## config.mk

```make
export PLATFORM = sky130hd
export DESIGN_NAME = mem_stage
export DESIGN_NICKNAME = d
export VERILOG_FILES = /design/src/rtl/mem_stage.sv
export SDC_FILE = /design/constraint.sdc
export NUM_CORES = 1
export LEC_CHECK = 0
export BUFFER_PORTS_ARGS = -buffer_cell sky130_fd_sc_hd__buf_2
export CAP_MARGIN = 20
export CELL_PAD_IN_SITES_DETAIL_PLACEMENT = 0
export CELL_PAD_IN_SITES_GLOBAL_PLACEMENT = 1
export CORE_ASPECT_RATIO = 2
export CORE_MARGIN = 4
export CORE_UTILIZATION = 39
export DETAILED_ROUTE_END_ITERATION = 8
export PLACE_DENSITY = 0.92
export SLEW_MARGIN = 10
export SYNTH_ARGS = -nofsm -noshare
export SYNTH_HDL_FRONTEND = slang
export SYNTH_SLANG_ARGS = --single-unit
export TNS_END_PERCENT = 20
```

## constraint.sdc

```tcl
create_clock -name CLK -period 5.3 [get_ports CLK]
set_input_delay 0.53 -clock CLK [delete_from_list [all_inputs] [get_ports CLK]]
set_output_delay 0.53 -clock CLK [all_outputs]
set_load 0.005 [all_outputs]
```

## src/rtl/mem_stage.sv

```systemverilog
// mem_stage: memory-access pipeline stage. ALU results pass straight to write-back.
// Loads and stores perform one request/grant/response access on the data-memory port.
`default_nettype none

module mem_stage (
  input  logic        CLK,
  input  logic        RST_N,
  input  logic        in_valid,
  input  logic [63:0] res_i,
  input  logic [63:0] store_data_i,
  input  logic [2:0]  funct3_i,
  input  logic        write_back_i,
  input  logic        load_flag_i,
  input  logic        mem_en_i,
  input  logic [4:0]  rd_i,
  output logic        stall_o,
  output logic        dmem_req_o,
  output logic        dmem_we_o,
  output logic [63:0] dmem_addr_o,
  output logic [63:0] dmem_wdata_o,
  output logic [7:0]  dmem_wstrb_o,
  input  logic        dmem_gnt_i,
  input  logic        dmem_rvalid_i,
  input  logic [63:0] dmem_rdata_i,
  output logic        wb_en_o,
  output logic [4:0]  wb_rd_o,
  output logic [63:0] wb_data_o,
  output logic        misalign_o
);

  localparam logic [1:0] IDLE = 2'd0;
  localparam logic [1:0] REQ  = 2'd1;
  localparam logic [1:0] WAIT = 2'd2;

  logic [1:0]  state;
  logic [63:0] addr_q;
  logic [2:0]  f3_q;
  logic [4:0]  rd_q;
  logic        wb_q;
  logic        ld_q;
  logic [63:0] wdata_q;
  logic [7:0]  wstrb_q;

  logic        accept;
  logic        misaligned;
  logic [2:0]  in_lane;
  logic [63:0] wdata_n;
  logic [7:0]  wstrb_n;
  logic [63:0] load_shifted;
  logic [63:0] load_ext;

  assign accept  = in_valid && (state == IDLE);
  assign in_lane = res_i[2:0];

  assign stall_o      = (state != IDLE);
  assign dmem_req_o   = (state == REQ);
  assign dmem_we_o    = (state == REQ) && !ld_q;
  assign dmem_addr_o  = {addr_q[63:3], 3'b000};
  assign dmem_wdata_o = wdata_q;
  assign dmem_wstrb_o = wstrb_q;

  always_comb begin
    misaligned = 1'b0;
    wdata_n    = store_data_i;
    wstrb_n    = 8'hFF;
    case (funct3_i[1:0])
      2'b00: begin
        wdata_n = {8{store_data_i[7:0]}};
        wstrb_n = 8'h01 << in_lane;
      end
      2'b01: begin
        misaligned = in_lane[0];
        wdata_n    = {4{store_data_i[15:0]}};
        wstrb_n    = 8'h03 << in_lane;
      end
      2'b10: begin
        misaligned = (in_lane[1:0] != 2'b00);
        wdata_n    = {2{store_data_i[31:0]}};
        wstrb_n    = 8'h0F << in_lane;
      end
      default: begin
        misaligned = (in_lane != 3'b000);
      end
    endcase
  end

  // Extract the addressed field from the aligned doubleword and extend it.
  always_comb begin
    load_shifted = dmem_rdata_i >> {addr_q[2:0], 3'b000};
    case (f3_q[1:0])
      2'b00:   load_ext = f3_q[2] ? {56'd0, load_shifted[7:0]}
                                  : {{56{load_shifted[7]}}, load_shifted[7:0]};
      2'b01:   load_ext = f3_q[2] ? {48'd0, load_shifted[15:0]}
                                  : {{48{load_shifted[15]}}, load_shifted[15:0]};
      2'b10:   load_ext = f3_q[2] ? {32'd0, load_shifted[31:0]}
                                  : {{32{load_shifted[31]}}, load_shifted[31:0]};
      default: load_ext = load_shifted;
    endcase
  end

  always_ff @(posedge CLK) begin
    if (!RST_N) begin
      state      <= IDLE;
      addr_q     <= 64'd0;
      f3_q       <= 3'd0;
      rd_q       <= 5'd0;
      wb_q       <= 1'b0;
      ld_q       <= 1'b0;
      wdata_q    <= 64'd0;
      wstrb_q    <= 8'd0;
      wb_en_o    <= 1'b0;
      wb_rd_o    <= 5'd0;
      wb_data_o  <= 64'd0;
      misalign_o <= 1'b0;
    end else begin
      wb_en_o    <= 1'b0;
      misalign_o <= 1'b0;
      case (state)
        IDLE: begin
          if (accept) begin
            addr_q  <= res_i;
            f3_q    <= funct3_i;
            rd_q    <= rd_i;
            wb_q    <= write_back_i;
            ld_q    <= load_flag_i;
            wdata_q <= wdata_n;
            wstrb_q <= wstrb_n;
            if (!mem_en_i) begin
              wb_en_o   <= write_back_i;
              wb_data_o <= res_i;
              wb_rd_o   <= rd_i;
            end else if (misaligned) begin
              misalign_o <= 1'b1;
            end else begin
              state <= REQ;
            end
          end
        end
        REQ: begin
          if (dmem_gnt_i) state <= ld_q ? WAIT : IDLE;
        end
        WAIT: begin
          if (dmem_rvalid_i) begin
            wb_en_o   <= wb_q;
            wb_data_o <= load_ext;
            wb_rd_o   <= rd_q;
            state     <= IDLE;
          end
        end
        default: state <= IDLE;
      endcase
    end
  end

endmodule

`default_nettype wire

```

Yosys cells after proc, flatten, opt, wreduce, memory -nomap -nowiden
Cells that the tools add are included.
Word-level totals
  bits in registers: 219
  input bits: 208
Cells by class
  eq/ne operators: 12
  shift-type cells: 4
  muxes and demuxes: 27
  reduce and logical (&&, ||, !) cells: 14
Operator list (count)
  $mux 64: 6
  $pmux 64 s3: 2
  $pmux 64 s2: 1
  $shr 64x6->64: 1
  $pmux 8 s3: 1
  $mux 5: 3
  $mux 2: 6
  $ne 2x2->1 const B: 5
  $pmux 5 s2: 1
  $reduce_and 4->1: 2
  $shl 1x3->8 const A: 1
  $shl 2x3->8 const A: 1
  $shl 4x3->8 const A: 1
  $eq 2x1->1 const B: 3
  $eq 2x2->1 const B: 3
  $logic_not 2->1: 3
  $pmux 2 s3: 1
  $reduce_bool 2->1: 3
  $reduce_and 5->1: 1
  $mux 1: 4
  $pmux 1 s3: 1
  $reduce_bool 3->1: 1
  $logic_and 1x1->1: 2
  $ne 2x1->1 const B: 1
  3 further kinds: 3

Logic depth before layout (Yosys ltp)
  depth in word-level cells: 6
  mapped depth: 9
  gate-level depth less buffers: 7

Least setup slack after synthesis
No wires, ideal clock.
  path type: input -> register
  start point: in funct3_i[0]
  end point: reg wdata_q[32] (netlist: dmem_wdata_o[32])
  setup time: 0.080 ns
  arrival: 2.004 ns
  required time: 5.220 ns
  path slack: 3.216 ns
  stages: 9
  cell sequence: inv_1 -> ha_1 -> clkbuf_1 -> or2_2 -> clkbuf_1 -> nor2_1 -> nor2_1 -> a221oi_1 -> nor3b_1
On the way
  longest elaborated chain between the ends: 2
  elaborated cells on any way between the ends: 4
Ends and longest elaborated chain
  start, declared: RTL line 11  | input logic [2:0] funct3_i,
  $eq 2x2->1 (tied with other cells): RTL line 66  | case (funct3_i[1:0])
  $pmux 64 s3 (*): RTL line 66
  end signal, assigned: RTL line 126  | wdata_q <= wdata_n;
  end, declared: RTL line 41  | logic [63:0] wdata_q;
Mark *: on every way between the ends. The rest lies on a longest branch, timed or not.
A chain may end at the register's enable or synchronous reset.

Worst setup path after layout
  start point: reg addr_q[2]
  end point: reg wb_data_o[17]
On the way
  longest elaborated chain between the ends: 5
  elaborated cells on any way between the ends: 7
Ends and longest elaborated chain
  start, declared: RTL line 36  | logic [63:0] addr_q;
  start signal, assigned: RTL line 121  | addr_q <= res_i;
  $shr 64x6->64 (*): RTL line 89  | load_shifted = dmem_rdata_i >> {addr_q[2:0], 3'b000};
  $mux 64 (on tied branches): RTL line 95, 91, 93
  $pmux 64 s3 (*): RTL line 90  | case (f3_q[1:0])
  $mux 64 (*): RTL line 143  | if (dmem_rvalid_i) begin
  $pmux 64 s2 (*): RTL line 118  | case (state)
  end signal, assigned: RTL line 130  | wb_data_o <= res_i;
  end signal, assigned: RTL line 145  | wb_data_o <= load_ext;
  end, declared: RTL line 27  | output logic [63:0] wb_data_o,
Mark *: on every way between the ends. The rest lies on a longest branch, timed or not. The select of a mux whose other input is x is not followed.

==> results.yml <==
global_routing:
  overflow: 0
  grt_first_pass_wirelength_um: 66800
  grt_max_degree: 100
  grt_pass1_vias: 11600
  antenna_found_initial: 11
  grt_usage_pct: 25.9
placed_design:
  io_buffers: 414
  finalWeightedCongestion: 0.948
  hpwl_um: 34000
sta:
  finalClockSkew_ps: 11.8
  worst_pin_slew_ps: 1070
  period_needed_ps: 2880
  max_slew_margin_pct: 28.4
  drv_slew: 0
  fin_tns_setup_ps: 0
  rsz0062_at_grt: "no"
  fin_crit_sh_pct: 54.4
  max_freq_mhz: 347
  finalHoldViolations: 0
  finalSetupViolations: 0
layout:
  synthToLayoutAreaGrowth_pct: 21.5
  finish.utilization_pct: 48.2
  nFillCells: 2988
  final_common_cell: "buf_2"
  drive_gt1_share_pct: 31.3
  fin_nets: 1953
  final_cell_mix: "413 x buf_2, 333 x nand2_1, 217 x dfxtp_1, 125 x a21oi_1, 115 x o21ai_0"
floorplanning:
  row_count: 89
  die_y_um: 254
  coreArea_um2: 29700
  io_pins: 418
  die_area_um2: 33300
  start_util_pct: 39.7
  die_x_um: 131
worst_setup_path:
  cp_max_fo: 27
  cp-start-kind: "register"
  worstSetupPathType: "register to register"
  worstPathArrival_ps: 3240
  worstPathRequired_ps: 5650
  endpoint_kind: "register"
clock_network:
  hold_buffers: 0
  clk_pin_slew_ps: 70
  cts_buffer_depth: 3
  cts_setup_buffers: 0
  cts.repair.resized: 0
  cts_root_buf: "clkbuf_16"
  cts_tree: "yes"
  cts_buffers: 23
  clk_latency_ps: 520
  clock-sinks: 219
  cts_max_level: 1
route:
  drt-pass1-iter-count: 5
  ant_nets: 0
  vias_per_cell: 5.54
  wl_um: 45400
  wl_per_cell_um: 21.3
  drc_errors: 0
  vias: 11800
  initialDrtViolationCount: 665
synth:
  ys_seq_area_share_pct: 37.2
  syn_inst: 1474
  synth-seq-cells: 219
  synth_area_per_cell_um2: 8.01
  synth_cell_types: 55
  synth_area_um2: 11800
  synth-warning-count: 0
outcome:
  status: "complete, no violations"
power:
  power.density_nw_per_um2: 311
  leakagePower_nw: 6.30
  ir_worst_vdd_mv: 0.213
worst_hold_path:
  worstHoldPathType: "input port to register"
flow_run:
  cap_violations: 0
==> final cells by class <==
class | instances | area [um^2] | share of cell area [%]
antenna | 9 | 22.5 | 0.157
clock buffer | 29 | 649 | 4.53
clock inverter | 13 | 204 | 1.42
inverter | 7 | 26.3 | 0.183
multi-input combinational | 1062 | 6420 | 44.8
sequential | 219 | 4390 | 30.6
tap | 364 | 455 | 3.18
timing repair buffer | 427 | 2170 | 15.2
==> metal layers <==
layer	GRT usage, %	vias to the layer above	part of all wire [%]
met5	0	-	0.029
met4	14.4	2	5.9
met3	5.93	114	7.7
met2	47.0	492	52
met1	26.6	5584	34
li1	-	5616	-
==> cell usage after synthesis (all sizes together) <==
cell type,count,share of area (%)
nand2,334,11
dfxtp,219,37
a21oi,127,5.4
o21ai,115,4.9
nor2,102,3.2
buf,97,5.8
clkbuf,91,2.9
a21boi,82,5.2
a22oi,56,4.8
mux2i,42,3.6
o211ai,24,1.5
mux4,22,4.2
nor2b,20,1.1
a211oi,13,0.83
mux2,12,1.2
o22ai,10,0.53
a221oi,9,0.67
nand3,9,0.38
nor3,9,0.42
nor3b,9,0.57
a2bb2oi,7,0.52
and3,7,0.37
nand2b,7,0.37
inv,6,0.19
o211a,6,0.51
ha,5,0.53
a31oi,4,0.21
or2,4,0.21
a22o,3,0.22
and2,3,0.18
nor4,3,0.41
a2111oi,2,0.31
a32oi,2,0.15
nand3b,2,0.13
a211o,1,0.074
a311oi,1,0.074
clkinv,1,0.032
conb,1,0.032
nand4,1,0.053
o2111ai,1,0.074
o21a,1,0.064
o221ai,1,0.074
o32ai,1,0.074
or3,1,0.053
or3b,1,0.074
==> critical path, cell delays in order (launching register included) <==
cell and delay [ps]:
dfxtp_1 580, buf_4 380, clkinv_1 650, nand2_1 560, o21ai_0 300, nand2_1 150
a21oi_1 80
==> per-stage QoR <==
stage               hold WS, ps  worst slack (ps)  power, mW  instance area, um^2  instances
finish                      253              2420       4.46                14300       2130
CTS                         230              2480       4.51                14300       2121
global route                240              2240       4.66                14300       2129
global placement            431              2440       2.63                13500       2079
floorplan                   442              3220       2.32                11800       1476
detailed placement          448              2360       2.65                13500       2079
==> path summary, 6_finish.rpt <==
check                         from          endpoint  slack [ps]  cells past startpoint
setup / recovery         addr_q[2]     wb_data_o[17]        2420                      6
hold / removal    store_data_i[53]  dmem_wdata_o[53]         250                      3
setup reg to reg         addr_q[2]     wb_data_o[17]        2420                      6
hold reg to reg         addr_q[12]        addr_q[12]         460                      2
==> registers in the layout (all words and copies together) (netlist names) <==
register      count
wb_q              1
wb_en_o           1
wb_rd_o           5
wb_data_o        64
addr_q           64
f3_q              3
ld_q              1
rd_q              5
dmem_wdata_o     64
misalign_o        1
state             2
dmem_wstrb_o      8
==> power breakdown <==
part           internal, mW  total (mW)  switching [mW]  leakage, nW
Clock                  1.12        1.84           0.722        0.425
Combinational         0.323       0.778           0.455         4.07
Sequential             1.76        1.84          0.0799         1.80
Total                  3.20        4.46            1.26         6.30
==> logic make-up after synthesis <==
| kind of cell | after synthesis | synth area share [%] |
|---|---|---|
| mux | 76 | 8.94 |
| compound gates | 466 | 26.3 |
| buf+inv | 195 | 8.93 |
| flops | 219 | 37.2 |
| simple gates | 512 | 18.2 |
| other cells | 1 | 0.0318 |
| fa+ha+maj | 5 | 0.530 |
Power figures use the tool's default switching activity.
